File: config.mk
export PLATFORM = sky130hd
export DESIGN_NAME = bus_xfer_seq
export DESIGN_NICKNAME = d
export VERILOG_FILES = /design/src/rtl/bus_xfer_pkg.sv /design/src/rtl/bus_xfer_seq_onehot_dec.sv /design/src/rtl/bus_xfer_seq.sv
export SDC_FILE = /design/constraint.sdc
export NUM_CORES = 1
export LEC_CHECK = 0
export ABC_AREA = 1
export CORE_MARGIN = 4
export CORE_UTILIZATION = 34
export CTS_BUF_LIST = sky130_fd_sc_hd__clkbuf_4 sky130_fd_sc_hd__clkbuf_8 sky130_fd_sc_hd__clkbuf_16
export CTS_CLUSTER_DIAMETER = 30
export DETAILED_ROUTE_END_ITERATION = 8
export MAX_ROUTING_LAYER = met4
export PLACE_DENSITY = 0.85
export SETUP_SLACK_MARGIN = 0.02
export SYNTH_ARGS = -nofsm -noshare
export SYNTH_HDL_FRONTEND = slang
export SYNTH_SLANG_ARGS = --single-unit
File: constraint.sdc
create_clock -name clock -period 1.3 [get_ports clock]
set_input_delay 0.26 -clock clock [delete_from_list [all_inputs] [get_ports clock]]
set_output_delay 0.26 -clock clock [all_outputs]
set_load 0.02 [all_outputs]
File: src/rtl/bus_xfer_pkg.sv
// Shared state encoding and default sizes for the bus transfer sequencer.
// The swap states are only reached when XFER_SWAP_EN is defined.
package bus_xfer_pkg;

  localparam int NREG_DEF        = 8;
  localparam int IDX_W_DEF       = 3;
  localparam int DATA_W_DEF      = 8;
  localparam int SCRATCH_IDX_DEF = 7;

  // S_SWAPn covers one drive/write pair of a swap; a phase bit splits it.
  typedef enum logic [2:0] {
    S_IDLE  = 3'd0,
    S_DRIVE = 3'd1,
    S_WRITE = 3'd2,
    S_DONE  = 3'd3,
    S_SWAP1 = 3'd4,
    S_SWAP2 = 3'd5,
    S_SWAP3 = 3'd6
  } xfer_state_t;

endpackage

File: src/rtl/bus_xfer_seq_onehot_dec.sv
// Index-to-one-hot decoder; yields all zeros when disabled or when the
// index does not name an existing register.
module onehot_dec #(
  parameter int NREG  = 8,
  parameter int IDX_W = 3
) (
  input  logic [IDX_W-1:0] idx,
  input  logic             en,
  output logic [NREG-1:0]  vec
);

  always_comb begin
    vec = '0;
    for (int i = 0; i < NREG; i++)
      if (en && int'(idx) == i) vec[i] = 1'b1;
  end

endmodule

File: src/rtl/bus_xfer_seq.sv
// Register-transfer sequencer driving one-hot output/write enables of a
// tri-state register bank. Optional three-step swap under XFER_SWAP_EN.
module bus_xfer_seq
  import bus_xfer_pkg::*;
#(
  parameter int NREG        = NREG_DEF,
  parameter int IDX_W       = IDX_W_DEF,
  parameter int DATA_W      = DATA_W_DEF
`ifdef XFER_SWAP_EN
  ,
  parameter int SCRATCH_IDX = SCRATCH_IDX_DEF
`endif
) (
  input  logic              clock,
  input  logic              reset,
  input  logic              req_valid,
  output logic              req_ready,
  input  logic [IDX_W-1:0]  req_src,
  input  logic [IDX_W-1:0]  req_dst,
  input  logic              req_imm_en,
  input  logic [DATA_W-1:0] req_imm,
`ifdef XFER_SWAP_EN
  input  logic              req_swap,
`endif
  output logic [NREG-1:0]   out_en,
  output logic [NREG-1:0]   write_en,
  output logic              imm_oe,
  output logic [DATA_W-1:0] imm_out,
  output logic              done,
  output logic              err
);

  xfer_state_t       state;
  logic [IDX_W-1:0]  src_q, dst_q;
  logic              imm_en_q, err_q;
  logic [DATA_W-1:0] imm_q;
  logic              accept, bad, nop;
  logic              drv_en, wr_en;
  logic [IDX_W-1:0]  drv_idx, wr_idx;
  logic [NREG-1:0]   wr_vec;

`ifdef XFER_SWAP_EN
  localparam logic [IDX_W-1:0] SCR = IDX_W'(SCRATCH_IDX);
  logic swap_req, wr_ph;
  assign swap_req = req_swap && !req_imm_en;
`endif

  assign req_ready = (state == S_IDLE);
  assign accept    = req_valid && req_ready;

  always_comb begin
    bad = (int'(req_dst) >= NREG) || (!req_imm_en && int'(req_src) >= NREG);
    nop = !req_imm_en && (req_src == req_dst);
`ifdef XFER_SWAP_EN
    // The scratch register cannot take part in its own swap.
    if (swap_req && (req_src == SCR || req_dst == SCR)) bad = 1'b1;
`endif
  end

  always_ff @(posedge clock) begin
    if (reset) begin
      state    <= S_IDLE;
      src_q    <= '0;
      dst_q    <= '0;
      imm_en_q <= 1'b0;
      imm_q    <= '0;
      err_q    <= 1'b0;
`ifdef XFER_SWAP_EN
      wr_ph    <= 1'b0;
`endif
    end else begin
      case (state)
        S_IDLE: if (accept) begin
          src_q    <= req_src;
          dst_q    <= req_dst;
          imm_en_q <= req_imm_en;
          imm_q    <= req_imm;
          err_q    <= bad;
`ifdef XFER_SWAP_EN
          wr_ph    <= 1'b0;
          state    <= (bad || nop) ? S_DONE : (swap_req ? S_SWAP1 : S_DRIVE);
`else
          state    <= (bad || nop) ? S_DONE : S_DRIVE;
`endif
        end
        S_DRIVE: state <= S_WRITE;
        S_WRITE: state <= S_DONE;
        S_DONE:  state <= S_IDLE;
`ifdef XFER_SWAP_EN
        S_SWAP1: begin
          wr_ph <= !wr_ph;
          if (wr_ph) state <= S_SWAP2;
        end
        S_SWAP2: begin
          wr_ph <= !wr_ph;
          if (wr_ph) state <= S_SWAP3;
        end
        S_SWAP3: begin
          wr_ph <= !wr_ph;
          if (wr_ph) state <= S_DONE;
        end
`endif
        default: state <= S_IDLE;
      endcase
    end
  end

  // Strobes decode only registered state and captured fields.
  always_comb begin
    drv_en  = 1'b0;
    drv_idx = src_q;
    wr_en   = 1'b0;
    wr_idx  = dst_q;
    imm_oe  = 1'b0;
    case (state)
      S_DRIVE: begin
        drv_en = !imm_en_q;
        imm_oe = imm_en_q;
      end
      S_WRITE: begin
        drv_en = !imm_en_q;
        imm_oe = imm_en_q;
        wr_en  = 1'b1;
      end
`ifdef XFER_SWAP_EN
      S_SWAP1: begin
        drv_en = 1'b1;
        wr_idx = SCR;
        wr_en  = wr_ph;
      end
      S_SWAP2: begin
        drv_en  = 1'b1;
        drv_idx = dst_q;
        wr_idx  = src_q;
        wr_en   = wr_ph;
      end
      S_SWAP3: begin
        drv_en  = 1'b1;
        drv_idx = SCR;
        wr_en   = wr_ph;
      end
`endif
      default: ;
    endcase
  end

  onehot_dec #(.NREG(NREG), .IDX_W(IDX_W)) u_oe_dec (
    .idx (drv_idx),
    .en  (drv_en),
    .vec (out_en)
  );

  onehot_dec #(.NREG(NREG), .IDX_W(IDX_W)) u_we_dec (
    .idx (wr_idx),
    .en  (wr_en),
    .vec (wr_vec)
  );

  // Reset during a write cycle must suppress the write on that same edge.
  assign write_en = wr_vec & {NREG{!reset}};
  assign imm_out  = imm_q;
  assign done     = (state == S_DONE);
  assign err      = done && err_q;

endmodule
# Yosys cells after proc, flatten, opt, wreduce, memory -nomap -nowiden
# Cells that the tools add are included.
dict set report classes {
  eq_ne 19
  mux 22
  bitwise 1
  n_reduce_logical 26
}
# op count
set ops {}
lappend ops {{$eq 3x3->1 const B} 8}
lappend ops {{$mux 1} 19}
lappend ops {{$eq 3x2->1 const B} 6}
lappend ops {{$logic_and 1x1->1} 18}
lappend ops {{$eq 3x1->1 const B} 3}
lappend ops {{$logic_not 3->1} 3}
lappend ops {{$pmux 3 s3} 1}
lappend ops {{$and 8x8->8} 1}
lappend ops {{$eq 3x3->1} 1}
lappend ops {{$logic_not 1->1} 3}
lappend ops {{$mux 3} 1}
lappend ops {{$mux 2} 1}
lappend ops {{$ne 2x1->1 const B} 1}
lappend ops {{$reduce_and 2->1} 1}
lappend ops {{$reduce_or 2->1} 1}
dict set report word_totals {
  register_bits 18
  in_bits 18
  output_inout_bits 28
}

# Logic depth before layout (Yosys ltp)
# Gate-level depths: netlist of run 1.
dict set report depth {
  word_depth 5
  depth_mapped 10
  ltp_nobuf 10
}

# Cells and area by module
# Synthesis of run 1 repeated with hierarchy kept, for this count alone.
dict set report unflattened {
  hier_cells 152
  hier_area_um2 972.2
}
# mod instances cells_each area_each_um2
set by_module_without_submodules {}
lappend by_module_without_submodules {bus_xfer_seq 1 118 844.6}
lappend by_module_without_submodules {onehot_dec 2 17 63.8}

# Worst setup path after synthesis of run 1
# Ideal clock, no wire load.
dict set report synth_timing {
  path_type {register to output}
  from {register state[1]}
  to {output out_en[0]}
  arrival_time_ps 1228
  required_time_ps 1040
  slack_ps -188
  path_stages_with_launch 7
  cell_sequence {dfxtp_1 inv_1 ha_1 inv_1 nor2_1 nand2_1 nor2_1}
}
dict set report synth_between {
  elab_chain_cells 5
}
# element line
set synth_lines {}
lappend synth_lines {{from (decl)} bus_xfer_seq.sv:33} ;# xfer_state_t state;
lappend synth_lines {{from (signal assigned)} bus_xfer_seq.sv:83} ;# state <= (bad || nop) ? S_DONE : S_DRIVE;
lappend synth_lines {{$eq 3x2->1 / $eq 3x1->1 (equally long branches)} bus_xfer_seq.sv:115} ;# case (state)
lappend synth_lines {{$reduce_or 2->1 (no line) (*)} n/a}
lappend synth_lines {{$mux 1 (*)} n/a}
lappend synth_lines {{$logic_and 1x1->1 (*)} bus_xfer_seq_onehot_dec.sv:15} ;# if (en && int'(idx) == i) vec[i] = 1'b1;
lappend synth_lines {{$mux 1 (*)} bus_xfer_seq_onehot_dec.sv:15}
lappend synth_lines {{to (decl)} bus_xfer_seq.sv:25} ;# output logic [NREG-1:0] out_en,
# Mark *: on every way between the ends. The rest lies on a longest branch, timed or not.

# Worst setup path after layout of run 1
dict set report layout_timing {
  from {register state[0]}
  to {output out_en[0]}
}
# The elaborated chain is that of the path after synthesis.

==> flow_metrics.tcl, run 1 <==
set metrics [dict create \
    power_density_nw_per_um2 1780 \
    grt_pass1_vias 1014 \
    synth_cell_types 16 \
    grt.overflow.total 0 \
    path_class "reg2out" \
    num_vias 1026 \
    clockBufferDepth 2 \
    synth_nets 156 \
    nNetsFinal 218 \
    ys_ff_latch 17 \
    cts_post_setup_buffers_inserted 0 \
    setup_ws_ns -0.419 \
    max_freq_mhz 582 \
    die_w_um 58.5 \
    wl_per_cell_um 11.1 \
    drt-total-wl_um 2500 \
    chipHeight_um 58.5 \
    netlist_area_um2 867 \
    ir_drop_v 0.00133 \
    drc 0 \
    tns_ns -6.04 \
    cp-start-kind "flop" \
    violations "setup timing" \
    path_max_fanout 4 \
    power_mw 2.96 \
    status "complete, but fails checks" \
    root_buffer "clkbuf_4" \
    fin_hold_ws_ns 0.492 \
    ant_nets 0 \
    period_needed_ns 1.72 \
    synth_area_leaders "dfxtp_1 39%, nor2_1 16%, nand2_1 9.5%" \
    viasPerCell 4.56 \
    finClkSkew_ns 0.00138 \
    synth_top_area_share_pct 39.2 \
    syn_inst 134 \
    cts_tree "yes" \
    yosysTopAreaCell "dfxtp_1" \
    hold_class "reg2reg" \
    dieArea_um2 3420 \
    yosysSeqAreaShare_pct 39.2 \
    place_congestion 0.802 \
    insertion_delay_ns 0.29 \
    rsz0062_at_grt "yes" \
    drt_iter0_drc 18 \
    numPortBuffers 44 \
    grt_max_degree 18 \
    cts_num_sinks 17 \
    grt_pass1_wl_um 4140 \
    cap_violations 0 \
    synthToLayoutAreaGrowth_pct 91.9 \
    end_kind "output pin" \
    cts_made_buffers 3 \
    gr-usage-all-layers_pct 16.4 \
    ys_warn_count 0 \
    leakage_nw 0.745 \
    required_ns 1.04 \
    initial_core_util_pct 35.3 \
    avgSynthCellArea_um2 6.47 \
    drive_gt1_share_pct 35.9 \
    fin_crit_sh_pct 132 \
    first_pass_iters 4 \
    slew_violations 0 \
    htree_levels 1 \
    setup_viol 19 \
    finalHoldViolCount 0 \
    clk_pin_slew_ns 0.09 \
    ios 46 \
    core_area_um2 2450 \
    cp.arrival_ns 1.46 \
    antenna_found_initial 0 \
    antennaDiodeCount 0 \
    rows 18 \
    place_hpwl_um 1980 \
]
[report_power, final]
part	internal [mW]	switching, mW
logic	0.827	1.05
registers	0.694	0.111
clock network	0.115	0.164
[worst paths after layout]
check	start	end	slack [ns]	cells after the start
setup / recovery	state[0]	out_en[0]	-0.42	7
hold / removal	imm_out[5]	imm_out[5]	0.49	2
setup reg to reg	state[0]	state[1]	-0.03	11
hold reg to reg	imm_out[5]	imm_out[5]	0.49	2
[logic make-up (layout without fill, tap and decap cells)]
family / count (synthesis) / in the layout / synth area share [%]
compound gates: 26 / 26 / 15.0
fa+ha+maj: 4 / 4 / 5.77
buf+inv: 23 / 84 / 11.1
flops: 17 / 17 / 39.3
other cells: 1 / 1 / 0.432
simple gates: 63 / 63 / 28.4
[critical path: stages, from the launching register on]
cell and delay [ns]:
dfxtp_2 0.35, inv_2 0.05, ha_4 0.26, inv_2 0.04
nor2_4 0.13, nand2_4 0.11, nor2_4 0.10, buf_6 0.12
[synth_stat cells]
master,instances
a21oi_1,9
buf_2,2
nand2_1,22
o21ai_0,16
ha_1,4
dfxtp_1,17
conb_1,1
buf_4,2
nand3b_1,1
nand3_1,1
inv_1,18
o21ai_1,1
nand2_2,1
nor2_1,37
nor2_2,1
inv_2,1
[layout by cell type (no fill, tap or decap), types with 6 or more instances in the layout]
master	count
clkdlybuf4s15_1	6
nor2_1	24
nand2_1	20
nor2_4	13
buf_6	16
buf_4	19
inv_1	13
dfxtp_1	15
clkdlybuf4s50_1	17
o21ai_0	12
a21oi_1	8
[state kept, by name (all words and copies together), names as in the netlist]
name / flops
imm_out: 8
drv_idx: 3
dst_q: 3
state: 2
imm_en_q: 1
[layout make-up]
type                            instances  area, um2
Timing Repair Buffer                   61        591
Clock inverter                          1       5.00
Clock buffer                            3       22.5
Fill cell                             200        791
Sequential cell                        17        343
Inverter                               19       73.8
Tap cell                               30       37.5
Multi-Input combinational cell         94        592
[metal layers]
layer / track usage [%] / up-vias / wire length [um]
met5: - / - / 0
met4: 6.95 / 0 / 20
met3: 4.61 / 2 / 147
met2: 31.3 / 22 / 1410
met1: 14.9 / 464 / 920
li1: - / 538 / -
[stage by stage]
stage                     std cells  utilization (%)  cell area [um2]  setup WS, ns
after floorplan                 134                -              965       -0.0676
after global placement          221             63.5             1560        -0.585
after detailed placement        221             63.5             1560        -0.640
after CTS                       225             65.7             1610        -0.446
after global routing            225             67.8             1660        -0.509
final                           225             67.8             1660        -0.419
[repair_timing]
action | 4_1_cts | 5_1_grt
hold buffers | 0 | 0
endpoints found under the setup margin | 27 | 36
gates resized for setup | 123 | 24
pin swaps | 8 | 7
gates cloned | 0 | 0
Note: power is estimated with default switching activity, not from simulation.
==> run 2, diff against run 1 <==
Settings changed: GPL_ROUTABILITY_DRIVEN from default to 1, SLEW_MARGIN from default to 30.
==> results of run 2 <==
Final layout, timing and power as in run 1 (identical DEF).
